===== src/rtl/fx2_pkg.sv =====
// Shared FX2 slave-FIFO definitions: endpoint address encodings, sync byte,
// tag-writer state encoding and the default endpoint packet size.
package fx2_pkg;

    localparam logic [1:0] FIFOADR_FIFO2 = 2'b00;
    localparam logic [1:0] FIFOADR_FIFO4 = 2'b01;
    localparam logic [1:0] FIFOADR_FIFO6 = 2'b10;
    localparam logic [1:0] FIFOADR_FIFO8 = 2'b11;

    localparam logic [7:0] SYNC_WORD_BYTE = 8'hA5;

    localparam int PKT_BYTES_DEFAULT = 512;

    typedef enum logic [1:0] {
        IDLE  = 2'd0,
        SYNC  = 2'd1,
        SEND  = 2'd2,
        FLUSH = 2'd3
    } fx2_state_t;

endpackage


===== src/rtl/fx2_flush_timer.sv =====
// Saturating idle counter: counts enabled cycles up to FLUSH_TIMEOUT and
// flags expiry until cleared.
module fx2_flush_timer #(
    parameter int FLUSH_TIMEOUT = 4096
) (
    input  logic FIFO_CLK,
    input  logic FIFO_RST,
    input  logic clr,
    input  logic en,
    output logic expired
);

    localparam int CNT_W = $clog2(FLUSH_TIMEOUT + 1);
    localparam logic [CNT_W-1:0] LIMIT = CNT_W'(FLUSH_TIMEOUT);

    logic [CNT_W-1:0] cnt;

    always_ff @(posedge FIFO_CLK or posedge FIFO_RST) begin
        if (FIFO_RST) begin
            cnt <= '0;
        end else if (clr) begin
            cnt <= '0;
        end else if (en && !expired) begin
            cnt <= cnt + 1'b1;
        end
    end

    assign expired = (cnt == LIMIT);

endmodule


===== src/rtl/fx2_tag_writer.sv =====
// Serialises time-tag words LSB-byte-first into FX2 FIFO4 with idle PKTEND flush.
// Optional FX2W_SYNC_WORD_EN: prefix the first tag of each packet with an A5 sync word.
module fx2_tag_writer
    import fx2_pkg::*;
#(
    parameter int         TAG_BYTES     = 4,
    parameter int         PKT_BYTES     = PKT_BYTES_DEFAULT,
    parameter int         FLUSH_TIMEOUT = 4096,
    parameter logic [1:0] FIFOADR       = FIFOADR_FIFO4
) (
    input  logic                   FIFO_CLK,
    input  logic                   FIFO_RST,
    input  logic [8*TAG_BYTES-1:0] tag_data,
    input  logic                   tag_valid,
    output logic                   tag_ready,
    input  logic                   FIFO_ready_to_accept_data,
    output logic                   FIFO_WR,
    output logic [7:0]             FIFO_DATAOUT,
    output logic                   FIFO_DATAOUT_OE,
    output logic                   FIFO_PKTEND,
    output logic [1:0]             FIFO_FIFOADR
);

    localparam int TAG_W = 8 * TAG_BYTES;
    localparam int IDX_W = (TAG_BYTES > 1) ? $clog2(TAG_BYTES) : 1;
    localparam int PC_W  = (PKT_BYTES > 1) ? $clog2(PKT_BYTES) : 1;
    localparam logic [IDX_W-1:0] LAST_IDX = IDX_W'(TAG_BYTES - 1);
    localparam logic [PC_W-1:0]  LAST_PC  = PC_W'(PKT_BYTES - 1);

`ifdef FX2W_SYNC_WORD_EN
    localparam bit SYNC_EN = 1'b1;
`else
    localparam bit SYNC_EN = 1'b0;
`endif

    fx2_state_t       state, nxt;
    logic [TAG_W-1:0] sr;
    logic [IDX_W-1:0] byte_idx;
    logic [PC_W-1:0]  pkt_cnt;

    logic       ready_c;
    logic       wr;
    logic       oe;
    logic [7:0] dout;
    logic       pktend;
    logic       accept;
    logic       expired;

    always_comb begin
        nxt     = state;
        ready_c = 1'b0;
        wr      = 1'b0;
        oe      = 1'b0;
        dout    = 8'h00;
        pktend  = 1'b0;
        case (state)
            IDLE: begin
                ready_c = 1'b1;
                // A waiting tag beats a simultaneous timeout expiry.
                if (tag_valid) begin
                    nxt = (SYNC_EN && pkt_cnt == '0) ? SYNC : SEND;
                end else if (expired) begin
                    nxt = FLUSH;
                end
            end
`ifdef FX2W_SYNC_WORD_EN
            SYNC: begin
                oe   = 1'b1;
                dout = SYNC_WORD_BYTE;
                wr   = FIFO_ready_to_accept_data;
                if (wr && byte_idx == LAST_IDX) begin
                    nxt = SEND;
                end
            end
`endif
            SEND: begin
                oe   = 1'b1;
                dout = sr[7:0];
                wr   = FIFO_ready_to_accept_data;
                if (wr && byte_idx == LAST_IDX) begin
                    ready_c = 1'b1;
                    if (tag_valid) begin
                        // This write closes the packet when pkt_cnt is at its last slot.
                        nxt = (SYNC_EN && pkt_cnt == LAST_PC) ? SYNC : SEND;
                    end else begin
                        nxt = IDLE;
                    end
                end
            end
            FLUSH: begin
                if (FIFO_ready_to_accept_data) begin
                    pktend = 1'b1;
                    nxt    = IDLE;
                end
            end
            default: nxt = IDLE;
        endcase
    end

    assign accept = ready_c && tag_valid;

    always_ff @(posedge FIFO_CLK or posedge FIFO_RST) begin
        if (FIFO_RST) begin
            state    <= IDLE;
            byte_idx <= '0;
            pkt_cnt  <= '0;
        end else begin
            state <= nxt;
            if (accept) begin
                byte_idx <= '0;
            end else if (wr) begin
                byte_idx <= (byte_idx == LAST_IDX) ? '0 : byte_idx + 1'b1;
            end
            if (wr) begin
                pkt_cnt <= (pkt_cnt == LAST_PC) ? '0 : pkt_cnt + 1'b1;
            end else if (pktend) begin
                pkt_cnt <= '0;
            end
        end
    end

    // Data shift register needs no reset: it is only observed while OE is high.
    always_ff @(posedge FIFO_CLK) begin
        if (accept) begin
            sr <= tag_data;
        end else if (wr && state == SEND) begin
            sr <= sr >> 8;
        end
    end

    fx2_flush_timer #(
        .FLUSH_TIMEOUT(FLUSH_TIMEOUT)
    ) u_flush_timer (
        .FIFO_CLK(FIFO_CLK),
        .FIFO_RST(FIFO_RST),
        .clr     (accept || pkt_cnt == '0 || pktend),
        .en      (state == IDLE && pkt_cnt != '0),
        .expired (expired)
    );

    assign tag_ready       = ready_c && !FIFO_RST;
    assign FIFO_WR         = wr;
    assign FIFO_DATAOUT    = dout;
    assign FIFO_DATAOUT_OE = oe;
    assign FIFO_PKTEND     = pktend;
    assign FIFO_FIFOADR    = FIFOADR;

endmodule


===== config.mk =====
export PLATFORM = sky130hd
export DESIGN_NAME = fx2_tag_writer
export DESIGN_NICKNAME = d
export VERILOG_FILES = /design/src/rtl/fx2_pkg.sv /design/src/rtl/fx2_flush_timer.sv /design/src/rtl/fx2_tag_writer.sv
export SDC_FILE = /design/constraint.sdc
export NUM_CORES = 1
export LEC_CHECK = 0
export ABC_CLOCK_PERIOD_IN_PS = 4240
export BUFFER_PORTS_ARGS = -buffer_cell sky130_fd_sc_hd__buf_2
export CORE_UTILIZATION = 40
export DETAILED_ROUTE_END_ITERATION = 12
export SLEW_MARGIN = 40
export SYNTH_ARGS = -nofsm -noshare
export SYNTH_HDL_FRONTEND = slang
export SYNTH_SLANG_ARGS = --single-unit
export TNS_END_PERCENT = 5

===== constraint.sdc =====
create_clock -name FIFO_CLK -period 4.24 [get_ports FIFO_CLK]
set_input_delay 0.424 -clock FIFO_CLK [delete_from_list [all_inputs] [get_ports FIFO_CLK]]
set_output_delay 0.424 -clock FIFO_CLK [all_outputs]
set_load 0.005 [all_outputs]

==> impl_summary.txt <==
----------------------------------------------------
[Floorplanning]
  Placeable core region ... 6910 sq um
  Number of placement rows ... 30
  I/O pin count ... 50
  Die height ... 87.0 microns
  Starting utilization of the core area ... 41.9%
  Horiz. Die Dim ... 87.0 microns
  Full die area ... 7580 sq um

[Worst setup path]
  Worst Path Arrival ... 2.49 ns
  Critical path required time ... 4.48 ns
  Class of the most critical setup path ... reg -> reg
  Launching element type of the critical path ... flip-flop
  Most frequent CP cell ... sky130_fd_sc_hd__and3_1
  Largest stage delay on the critical path ... 0.41 ns
  Crit-path slowest cell ... sky130_fd_sc_hd__dfrtp_1
  Critical-path maximum fanout ... 7
  Type of destination of the critical path ... flip-flop
  FF-to-FF Start ... pkt_cnt[0]
  Endpoint of the lowest-slack register-to-register path ... pkt_cnt[6]
  Worst reg2reg setup slack ... 1.99 ns
  Crit path cell chain ... ha_1 > and3_1 > and3_1 > and3_1 > ha_1 > nand4bb_1 > a31oi_1 > o21ai_0 > o21ai_0
  Worst Reg-to-Reg Cells ... 9

[Cells and area]
  Layout overhead on the synthesized area ... 17.1%
  Layout cells sized above 1 ... 33.3%
  Area of all placed cells without fillers ... 3390 sq um
  NumNets Final ... 337
  Number of diodes ... 0
  Footprint of the multi-input gates ... 1190 sq um
  Most frequent cells in the layout ... 47 x sky130_fd_sc_hd__buf_2, 32 x sky130_fd_sc_hd__edfxtp_1, 26 x sky130_fd_sc_hd__dfrtp_1, 24 x sky130_fd_sc_hd__mux2_2, 20 x sky130_fd_sc_hd__o21ai_0
  Filler Cell Count ... 679
  Most common cell after layout, fill and taps aside ... sky130_fd_sc_hd__buf_2
  Register area ... 1610 sq um

[CTS]
  Clk pin slew, worst setup/hold paths ... 0.07 ns
  Clock network latency to the later pin of the worst-skew pair ... 0.32 ns
  Clock tree root driver cell ... sky130_fd_sc_hd__clkbuf_8
  Cts bufs inserted ... 9
  CTS-repair resized insts ... 0
  Number of setup buffers added after CTS ... 0
  Clock tree from TritonCTS ... built
  Post-cts hold buffer count ... 0
  Worst-case clock buffer depth ... 2
  H-tree lvl count ... 3
  Sinks on the clock net ... 58

[Timing]
  Number of max-slew violations in the final report ... 0
  Upper clock frequency limit ... 0.445 GHz
  Share of the clock period used by the worst path after layout ... 53.0%
  RSZ-0062 raised after global routing ... false
  Minimum clock period ... 2.25 ns
  Pin slew with the least headroom to its limit ... 0.554 ns
  Final setup vio count ... 0
  Endpoints failing hold ... 0
  Final setup TNS ... 0 ns
  Final setup skew ... 0.00726 ns
  Relative max-transition margin ... 63.0%

[Synthesis]
  Combined area of all synthesized cells ... 2890 sq um
  Number of register bits inferred by synthesis ... 58
  Net Count, Synth ... 288
  Average instance area after synthesis ... 11.8 sq um
  Sequential area share after synthesis ... 55.7%
  Post-synthesis instance total ... 246
  Number of warnings reported in the yosys synthesis log ... 0
  Number of distinct standard cells referenced by the synthesized netlist ... 48
  Fraction of registers with async set or reset after synthesis ... 44.8%
  Flip-flop cell with the highest count after synthesis ... sky130_fd_sc_hd__edfxtp_1
  Count of flip-flops with a built-in enable after synthesis ... 32

[Global route]
  Pin count of the biggest net entering global routing ... 35
  Total global routing overflow ... 0
  Number of global-route vias before repair ... 1,820
  Antenna violations before repair ... 0
  First-pass GRT wire length ... 8.94 mm
  Global Route Usage Sum ... 15.6%

[Placement]
  Number of port buffers ... 47
  Post-DP HPWL ... 3.69 mm
  Instance area after placement ... 3200 sq um
  Final weighted congestion in routability-driven placement ... 0.823

[Route]
  Vias ... 1,985
  Detail-routed net length per standard cell ... 13.8 microns
  Number of DRC markers in iteration 0 ... 84
  First-pass detailed-route iteration total ... 5
  DRT antenna net count ... 0
  Number of remaining DRC errors ... 0
  Avg Vias per Cell ... 5.01
  Post-Route WL ... 5.46 mm

[Power and ir drop]
  LEAKAGE ... 1.43 nW
  Power per Cell Area ... 485 nW/um^2
  Max IR drop VDD ... 0.000181 V

[Hold path]
  Worst min-delay path category ... in -> async

[Flow run]
  Maxcap violations ... 0

[Status]
  Result of the run ... complete, no violations

----------------------------------------------------
==> final cells by class <==
class | count | area share, %
Clock buffer | 9 | 3.66
Clock inverter | 7 | 1.77
Tap cell | 96 | 3.55
Inverter | 8 | 0.886
Sequential cell | 58 | 47.6
Timing Repair Buffer | 49 | 7.39
Multi-Input combinational cell | 169 | 35.2
==> layer usage <==
| layer | share of wire, % | vias up | GRT usage, % |
|---|---|---|---|
| li1 | - | 1001 | - |
| met1 | 52 | 934 | 23.5 |
| met2 | 43 | 42 | 20.7 |
| met3 | 3.4 | 8 | 3.89 |
| met4 | 1.8 | 0 | 7.27 |
| met5 | 0 | - | 0 |
==> logic make-up (layout without fill, tap and decap cells) <==
kind of cell               Yosys count  after routing  synth area share (%)
xor gates and xnor gates             4              4                  1.21
other                                2              2                 0.260
adders and majority gates            6              6                  2.60
muxes                               25             25                  9.69
and+or+nand+nor                     84             84                  17.2
DFF                                 58             58                  55.7
buffers and inverters               19             73                  3.20
AOI/OAI and AO/OA                   48             48                  10.1
==> through the flow <==
stage / hold WS (ns) / utilization (%) / worst slack, ns / cells / total power [mW]
finish: 0.151 / 49.1 / 1.99 / 396 / 1.64
global route: 0.201 / 49.1 / 1.86 / 396 / 1.75
CTS: 0.166 / 49.1 / 2.01 / 396 / 1.66
detailed placement: 0.521 / 46.4 / 2.02 / 380 / 1.18
global placement: 0.510 / 46.4 / 2.06 / 380 / 1.17
floorplan: 0.464 / - / 0.807 / 246 / 1.08
==> worst max-delay path: cells and delay by family (launching register included) <==
kind / cells / cell delay (ns)
simple gates: 4 / 0.95
fa+ha+maj: 2 / 0.41
flops: 1 / 0.41
compound gates: 3 / 0.40
==> state kept, by name, summed over array words and instances, names as in the netlist <==
signal	cells
sr	32
state	2
u_flush_timer.cnt	13
byte_idx	2
pkt_cnt	9
==> report_power, final <==
group / switching (mW) / leakage [nW] / internal, mW
combinational: 0.210 / 0.665 / 0.168
clock: 0.213 / 0.0955 / 0.264
sequential: 0.0497 / 0.672 / 0.738
total: 0.473 / 1.43 / 1.17
==> synth_stat cells, drive strengths merged (2+ instances only) <==
library cell	n	area [sq um]
edfxtp	32	961
dfrtp	26	651
mux2	24	270
o21ai	23	115
and2	17	106
nand2	14	52.6
nor2	14	57.6
a21oi	11	58.8
buf	9	55.1
and3	8	51.3
inv	8	30.0
or3	7	50.1
ha	6	75.1
nand3	5	25.0
nand4	4	31.3
o211ai	4	35.0
xor2	4	35.0
or4	3	26.3
a22o	2	17.5
a31oi	2	12.5
clkbuf	2	7.51
conb	2	7.51
nor3	2	10.0
nor4b	2	17.5
o31ai	2	15.0
==> how the worst max path moves through the flow <==
stage                    start          to  slack (ns)  depth (start not counted)
detailed placement  pkt_cnt[0]  pkt_cnt[6]        2.02                          9
global route        pkt_cnt[0]  pkt_cnt[5]        1.86                          9
finish              pkt_cnt[0]  pkt_cnt[6]        1.99                          9
floorplan             state[0]       sr[0]        0.81                          3
CTS                 pkt_cnt[0]  pkt_cnt[6]        2.01                          9
global placement    pkt_cnt[0]  pkt_cnt[6]        2.06                          9
Power figures use the tool's default switching activity.
